`src/rtl/uart_pkg.sv`:
```
// Shared UART definitions: state encoding, parity modes and default bit timing.
// Both the transmitter and the matching receiver import this package.
package uart_pkg;

  // 12 MHz reference clock / 115200 baud
  localparam int DEFAULT_CLKS_PER_BIT = 104;

  // Parity-mode selector values
  localparam int PAR_NONE = 0;
  localparam int PAR_EVEN = 1;
  localparam int PAR_ODD  = 2;

  // Frame-level state encoding
  typedef enum logic [2:0] {
    ST_IDLE,
    ST_START,
    ST_DATA,
    ST_PARITY,
    ST_STOP
  } uart_state_t;

  // Parity bit for a data byte: XOR of all bits for even mode, inverted for odd
  function automatic logic parity_bit(input logic [7:0] data, input int mode);
    return (mode == PAR_ODD) ? ~(^data) : (^data);
  endfunction

endpackage

```
`src/rtl/uart_bit_timer.sv`:
```
// Bit-period timer: counts 0..CLKS_PER_BIT-1 and wraps on every bit boundary.
// tick marks the final cycle of a bit period; tick_next marks the cycle before.
module uart_bit_timer
  import uart_pkg::*;
#(
  parameter int CLKS_PER_BIT = DEFAULT_CLKS_PER_BIT
) (
  input  logic i_Clk,
  input  logic i_Rst,
  input  logic clear,
  output logic tick,
  output logic tick_next
);

  localparam int              CW   = $clog2(CLKS_PER_BIT);
  localparam logic [CW-1:0]   LAST = CW'(CLKS_PER_BIT - 1);
  localparam logic [CW-1:0]   PRE  = CW'(CLKS_PER_BIT - 2);

  logic [CW-1:0] count;

  // Free-running bit counter, held at zero while cleared so a frame starts on a clean period
  always_ff @(posedge i_Clk) begin
    // NOTE: sequential state always uses non-blocking assignments so every
    // register samples the pre-edge values of its neighbours.
    if (i_Rst || clear) begin
      count <= '0;
    end else if (count == LAST) begin
      count <= '0;
    end else begin
      count <= count + CW'(1);
    end
  end

  assign tick      = (count == LAST);
  assign tick_next = (count == PRE);

endmodule

```
`src/rtl/uart_tx.sv`:
```
// UART transmitter: 8 data bits LSB first, optional even/odd parity, 1 or 2 stop bits.
// All outputs are registered; o_TX_Done is high on the last stop cycle of a frame.
module uart_tx
  import uart_pkg::*;
#(
  parameter int CLKS_PER_BIT = DEFAULT_CLKS_PER_BIT,
  parameter int PARITY       = PAR_NONE,
  parameter int STOP_BITS    = 1
) (
  input  logic       i_Clk,
  input  logic       i_Rst,
  input  logic       i_TX_DV,
  input  logic [7:0] i_TX_Byte,
  output logic       o_TX_Ready,
  output logic       o_TX_Active,
  output logic       o_TX_Serial,
  output logic       o_TX_Done
);

  localparam logic HAS_PARITY = (PARITY != PAR_NONE);
  localparam logic LAST_STOP  = 1'(STOP_BITS - 1);

  uart_state_t state;
  logic [7:0]  tx_data;
  logic [2:0]  bit_idx;
  logic        stop_idx;
  logic        tick;
  logic        tick_next;
  logic        timer_clear;

  // Timer restarts whenever the line is idle, so START always gets a full period
  assign timer_clear = (state == ST_IDLE);

  uart_bit_timer #(
    .CLKS_PER_BIT(CLKS_PER_BIT)
  ) u_bit_timer (
    .i_Clk    (i_Clk),
    .i_Rst    (i_Rst),
    .clear    (timer_clear),
    .tick     (tick),
    .tick_next(tick_next)
  );

  // Frame sequencer with registered line, status and done outputs
  always_ff @(posedge i_Clk) begin
    if (i_Rst) begin
      // NOTE: the latched byte is reset too, so a truncated frame leaves no
      // stale data behind and post-reset state is fully deterministic.
      state       <= ST_IDLE;
      tx_data     <= '0;
      bit_idx     <= '0;
      stop_idx    <= 1'b0;
      o_TX_Ready  <= 1'b1;
      o_TX_Active <= 1'b0;
      o_TX_Serial <= 1'b1;
      o_TX_Done   <= 1'b0;
    end else begin
      o_TX_Done <= 1'b0;
      case (state)
        ST_IDLE: begin
          if (i_TX_DV && o_TX_Ready) begin
            tx_data     <= i_TX_Byte;
            bit_idx     <= '0;
            stop_idx    <= 1'b0;
            state       <= ST_START;
            o_TX_Ready  <= 1'b0;
            o_TX_Active <= 1'b1;
            o_TX_Serial <= 1'b0;
          end
        end
        ST_START: begin
          if (tick) begin
            state       <= ST_DATA;
            bit_idx     <= '0;
            o_TX_Serial <= tx_data[0];
          end
        end
        ST_DATA: begin
          if (tick) begin
            if (bit_idx == 3'd7) begin
              if (HAS_PARITY) begin
                state       <= ST_PARITY;
                o_TX_Serial <= parity_bit(tx_data, PARITY);
              end else begin
                state       <= ST_STOP;
                o_TX_Serial <= 1'b1;
              end
            end else begin
              bit_idx     <= bit_idx + 3'd1;
              o_TX_Serial <= tx_data[bit_idx + 3'd1];
            end
          end
        end
        ST_PARITY: begin
          if (tick) begin
            state       <= ST_STOP;
            o_TX_Serial <= 1'b1;
          end
        end
        ST_STOP: begin
          // Done is registered, so it is raised one cycle early to land on the last stop cycle
          if (tick_next && (stop_idx == LAST_STOP)) begin
            o_TX_Done <= 1'b1;
          end
          if (tick) begin
            if (stop_idx == LAST_STOP) begin
              state       <= ST_IDLE;
              o_TX_Active <= 1'b0;
              o_TX_Ready  <= 1'b1;
            end else begin
              stop_idx <= stop_idx + 1'b1;
            end
          end
        end
        // NOTE: unused encodings recover to IDLE instead of hanging the line.
        default: begin
          state       <= ST_IDLE;
          o_TX_Ready  <= 1'b1;
          o_TX_Active <= 1'b0;
          o_TX_Serial <= 1'b1;
        end
      endcase
    end
  end

endmodule

```
`config.mk`:
```
export PLATFORM = sky130hd
export DESIGN_NAME = uart_tx
export DESIGN_NICKNAME = d
export VERILOG_FILES = /design/src/rtl/uart_pkg.sv /design/src/rtl/uart_bit_timer.sv /design/src/rtl/uart_tx.sv
export SDC_FILE = /design/constraint.sdc
export NUM_CORES = 1
export LEC_CHECK = 0
export CAP_MARGIN = 20
export CORE_MARGIN = 2
export CORE_UTILIZATION = 57
export DETAILED_ROUTE_END_ITERATION = 8
export PLACE_DENSITY = 0.82
export SLEW_MARGIN = 20
export SYNTH_ARGS = -nofsm -noshare
export SYNTH_HDL_FRONTEND = slang
export SYNTH_HIERARCHICAL = 1
export SYNTH_SLANG_ARGS = --single-unit
```
`constraint.sdc`:
```
create_clock -name i_Clk -period 4.9 [get_ports i_Clk]
set_input_delay 0.98 -clock i_Clk [delete_from_list [all_inputs] [get_ports i_Clk]]
set_output_delay 0.98 -clock i_Clk [all_outputs]
set_load 0.005 [all_outputs]
```
### After elaboration in Yosys (flattened, before gate mapping)

Cells that the tools add are included.
W data, S select, Z words.

* add/sub/neg operators: 3
* order comparisons: 1
* eq/ne operators: 15
* multiplexer cells: 32
* bitwise logic cells: 3
* reduce and logical (&&, ||, !) cells: 15

Operator list (number)
* $mux W3: 11
* $ne A2 B2 Y1 const B: 8
* $pmux W3 S5: 1
* $eq A7 B7 Y1 const B: 2
* $mux W1: 14
* $reduce_and A5 Y1: 2
* $pmux W3 S3: 1
* $add A7 B1 Y7 const B: 1
* $reduce_and A7 Y1: 1
* $eq A3 B2 Y1 const B: 2
* $eq A3 B3 Y1 const B: 2
* $pmux W1 S3: 2
* $pmux W1 S5: 1
* $lt A3 B4 Y1 const B: 1
* $reduce_and A4 Y1: 1
* $reduce_or A2 Y1: 2
* $add A3 B1 Y3 const B: 1
* $bmux W1 S3: 1
* $eq A3 B1 Y1 const B: 1
* $logic_not A3 Y1: 1
* $not A1 Y1: 3
* $reduce_and A3 Y1: 1
* $reduce_bool A3 Y1: 1
* $reduce_or A3 Y1: 1
* 6 further kinds: 7

* flip-flop bits (word level): 26
* bits of input ports: 11
* output and inout bits: 4
* logic and storage cells: 78

### Depth between registers and ports, before layout

* depth after elaboration: 6
* depth in mapped cells: 7
* depth with buffers taken out: 7

### Hierarchy

The synthesis kept the hierarchy.

Modules (own cells, without submodules)
* uart_tx: instances 1, cells an instance 86, area each 848.3 sq um, sequential area each 360.3 sq um
* uart_bit_timer: instances 1, cells an instance 37, area each 332.8 sq um, sequential area each 140.1 sq um

### Least setup slack after synthesis

Ideal clock, no wire load.

* path kind: in2reg
* start point: input i_Rst
* end point: register o_TX_Serial
* setup time: 0.120 ns
* arrival time: 1.629 ns
* required time: 4.780 ns
* setup slack: 3.152 ns
* stages: 4
* buffers on the path: 1
* path through: clkbuf_1 a2111oi_0 a21o_1 mux2i_1

RTL lines
* from (decl): line uart_tx.sv:11 `input logic i_Rst,`
* to (signal assigned): line uart_tx.sv:75 `o_TX_Serial <= tx_data[0];`
* to (signal assigned): line uart_tx.sv:83 `o_TX_Serial <= parity_bit(tx_data, PARITY);`
* to (signal assigned): line uart_tx.sv:90 `o_TX_Serial <= tx_data[bit_idx + 3'd1];`
* to (decl): line uart_tx.sv:16 `output logic o_TX_Serial,`

==> results.json <==
{
  "clockBufferDepth": 2,
  "area_growth_pct": 13.7,
  "layout_min_cycle_time_ns": 2.34,
  "grt_start_max_net_pins": 24,
  "regToRegSetupSlack_ns": 3.00,
  "crit_required_ns": 5.15,
  "max_slew.worst_pin.slew_ns": 0.756,
  "synthesis.nets": 138,
  "start_util": 0.602,
  "tns_ns": 0,
  "fin_nets": 151,
  "synth.distinct_cells": 40,
  "dpl_cell_area_um2": 1320,
  "setup_slack_ns": 2.56,
  "antenna_left": 0,
  "syn_inst": 123,
  "status": "finished clean",
  "first_pass_iters": 4,
  "die_w_um": 49.5,
  "viasPerCell": 5.45,
  "wirelength_mm": 2.02,
  "worst_ep_arrival_time_ns": 2.59,
  "cellPowerDensity_nw_per_um2": 267,
  "postCtsSetupBuffers": 0,
  "synth_seq_cells": 25,
  "fin_cells": 162,
  "ys_seq_area_frac": 0.424,
  "dr_total_vias": 883,
  "async_flop_share": 0,
  "ctsHoldBuffers": 0,
  "grt_util_all_layers": 0.188,
  "r2r-end": "bit_idx[0]",
  "cts_buffers": 3,
  "place.detailed.instances": 158,
  "core_um2": 1960,
  "syn_area_um2": 1180,
  "path_clk_slew_ns": 0.13,
  "worstReg2RegStart": "u_bit_timer/count[3]",
  "holdCritStartpoint": "u_bit_timer/count[0]",
  "crit_start": "i_Rst",
  "drv_cap": 0,
  "ir_worst_vdd_mv": 0.168,
  "wl_per_cell_um": 12.5,
  "max_slew_margin": 0.494,
  "cts_resized": 0,
  "yosysWarnings": 6,
  "cp-start-kind": "input pin",
  "holdWs_ns": 0.474,
  "critPathKind": "in2reg",
  "hold_violations": 0,
  "synth_edf_count": 0,
  "fp.dieH_um": 49.5,
  "antenna_cells": 0,
  "place_congestion": 0.781,
  "hpwl_mm": 1.48,
  "setup_viol": 0,
  "layout.cells.most_common": "dfxtp_1",
  "drtIter0Drc": 14,
  "hold_path.class": "reg2reg",
  "finalClockSkew_ns": 0.00157,
  "die-area_um2": 2450,
  "cp_max_fo": 23,
  "rsz0062_at_grt": "false",
  "pre_cts_slack_ns": 2.23,
  "period_share": 0.477,
  "nFillCells": 176,
  "io_buffer_count": 14,
  "pin_count": 15,
  "final_cell_area_um2": 1340,
  "grt_antenna_before_repair": 0,
  "grt_pass1_wl_mm": 3.56,
  "p_leak_nw": 0.516,
  "num_rows": 16,
  "synth_area_per_cell_um2": 9.60,
  "h-tree-depth": 1,
  "crit_path_end": "bit_idx[1]",
  "gr-total-overflow": 0,
  "fmax_mhz": 428,
  "clkSinkCount": 25,
  "final_cell_mix": "25 x dfxtp_1, 18 x nor2_1, 14 x clkdlybuf4s50_1",
  "synth_flop_cell": "dfxtp_1",
  "worstSetupEndpointType": "register",
  "rr_worst_depth": 6,
  "cts_tree": "done",
  "insertion_delay_ns": 0.31,
  "final_layout_size_suffix_gt1_frac": 0.0815,
  "grt_pass1_vias": 831,
  "cts_root_buffer": "clkbuf_4",
  "drc": 0,
  "slew_viol_final": 0
}
==> how the worst min path moves through the flow <==
stage                     slack, ns  cells past startpoint                   end
after floorplan                0.43                      1  u_bit_timer/count[0]
after global placement         0.44                      1  u_bit_timer/count[0]
after detailed placement       0.45                      1  u_bit_timer/count[0]
after CTS                      0.48                      1  u_bit_timer/count[0]
after global routing           0.51                      1  u_bit_timer/count[0]
final                          0.47                      1  u_bit_timer/count[0]
==> cell families after synthesis <==
group           count (synthesis)  share of synthesized area
compound gates                 21                      0.120
xor+xnor                        3                     0.0222
fa+ha+maj                       4                     0.0424
buf+inv                         8                     0.0392
flops                          25                      0.424
mux                            12                      0.123
simple gates                   50                      0.230
==> layer usage <==
layer  global-route usage  up-vias  routed length (um)
met1                0.244      408                 961
met3               0.0273        2                  69
li1                     -      450                   -
met5                    0        -                   0
met4               0.0741        0                  20
met2                0.313       23                 972
==> layout make-up <==
cell class	instances	area, um^2	share of cell area
Multi-Input combinational cell	90	634	0.473
Sequential cell	25	500	0.373
Timing Repair Buffer	14	140	0.104
Tap cell	27	33.8	0.0252
Clock buffer	4	26.3	0.0196
Inverter	2	7.51	0.00559
==> state kept, by name, summed over array words and instances, names as in the netlist <==
register           cells
bit_idx                3
o_TX_Active            1
o_TX_Done              1
o_TX_Ready             1
o_TX_Serial            1
state                  3
tx_data                8
u_bit_timer/count      7
==> Yosys cell counts, drive strengths merged (2+ instances only) <==
cell	instances	area (um^2)
clkbuf	2	7.51
nor2	18	67.6
nand3b	2	15.0
or3b	2	17.5
nor3	3	26.3
xor2	2	17.5
a21o	2	15.0
nand3	6	35.0
or3	2	17.5
ha	4	50.1
nand2b	4	25.0
inv	2	7.51
nand2	6	22.5
dfxtp	25	500
mux4	2	45.0
o21ai	6	33.8
buf	4	31.3
a21oi	6	33.8
nor2b	2	12.5
mux2i	10	100
==> report_power, final <==
group,internal [mW],switching (mW)
Clock,0.0318,0.0594
Combinational,0.0284,0.0192
Sequential,0.212,0.00696
==> stage by stage <==
stage          utilization  total power [mW]
2_1_floorplan            -             0.254
3_5_place_dp         0.671             0.271
6_report             0.684             0.358
5_1_grt              0.684             0.374
3_3_place_gp         0.671             0.270
4_1_cts              0.684             0.362
==> worst max-delay path, stage by stage <==
cell             delay [ns]
clkdlybuf4s50_1        0.80
nor4_1                 0.41
and3_1                 0.25
nand2_1                0.07
o21ai_0                0.07
Power figures use the tool's default switching activity.
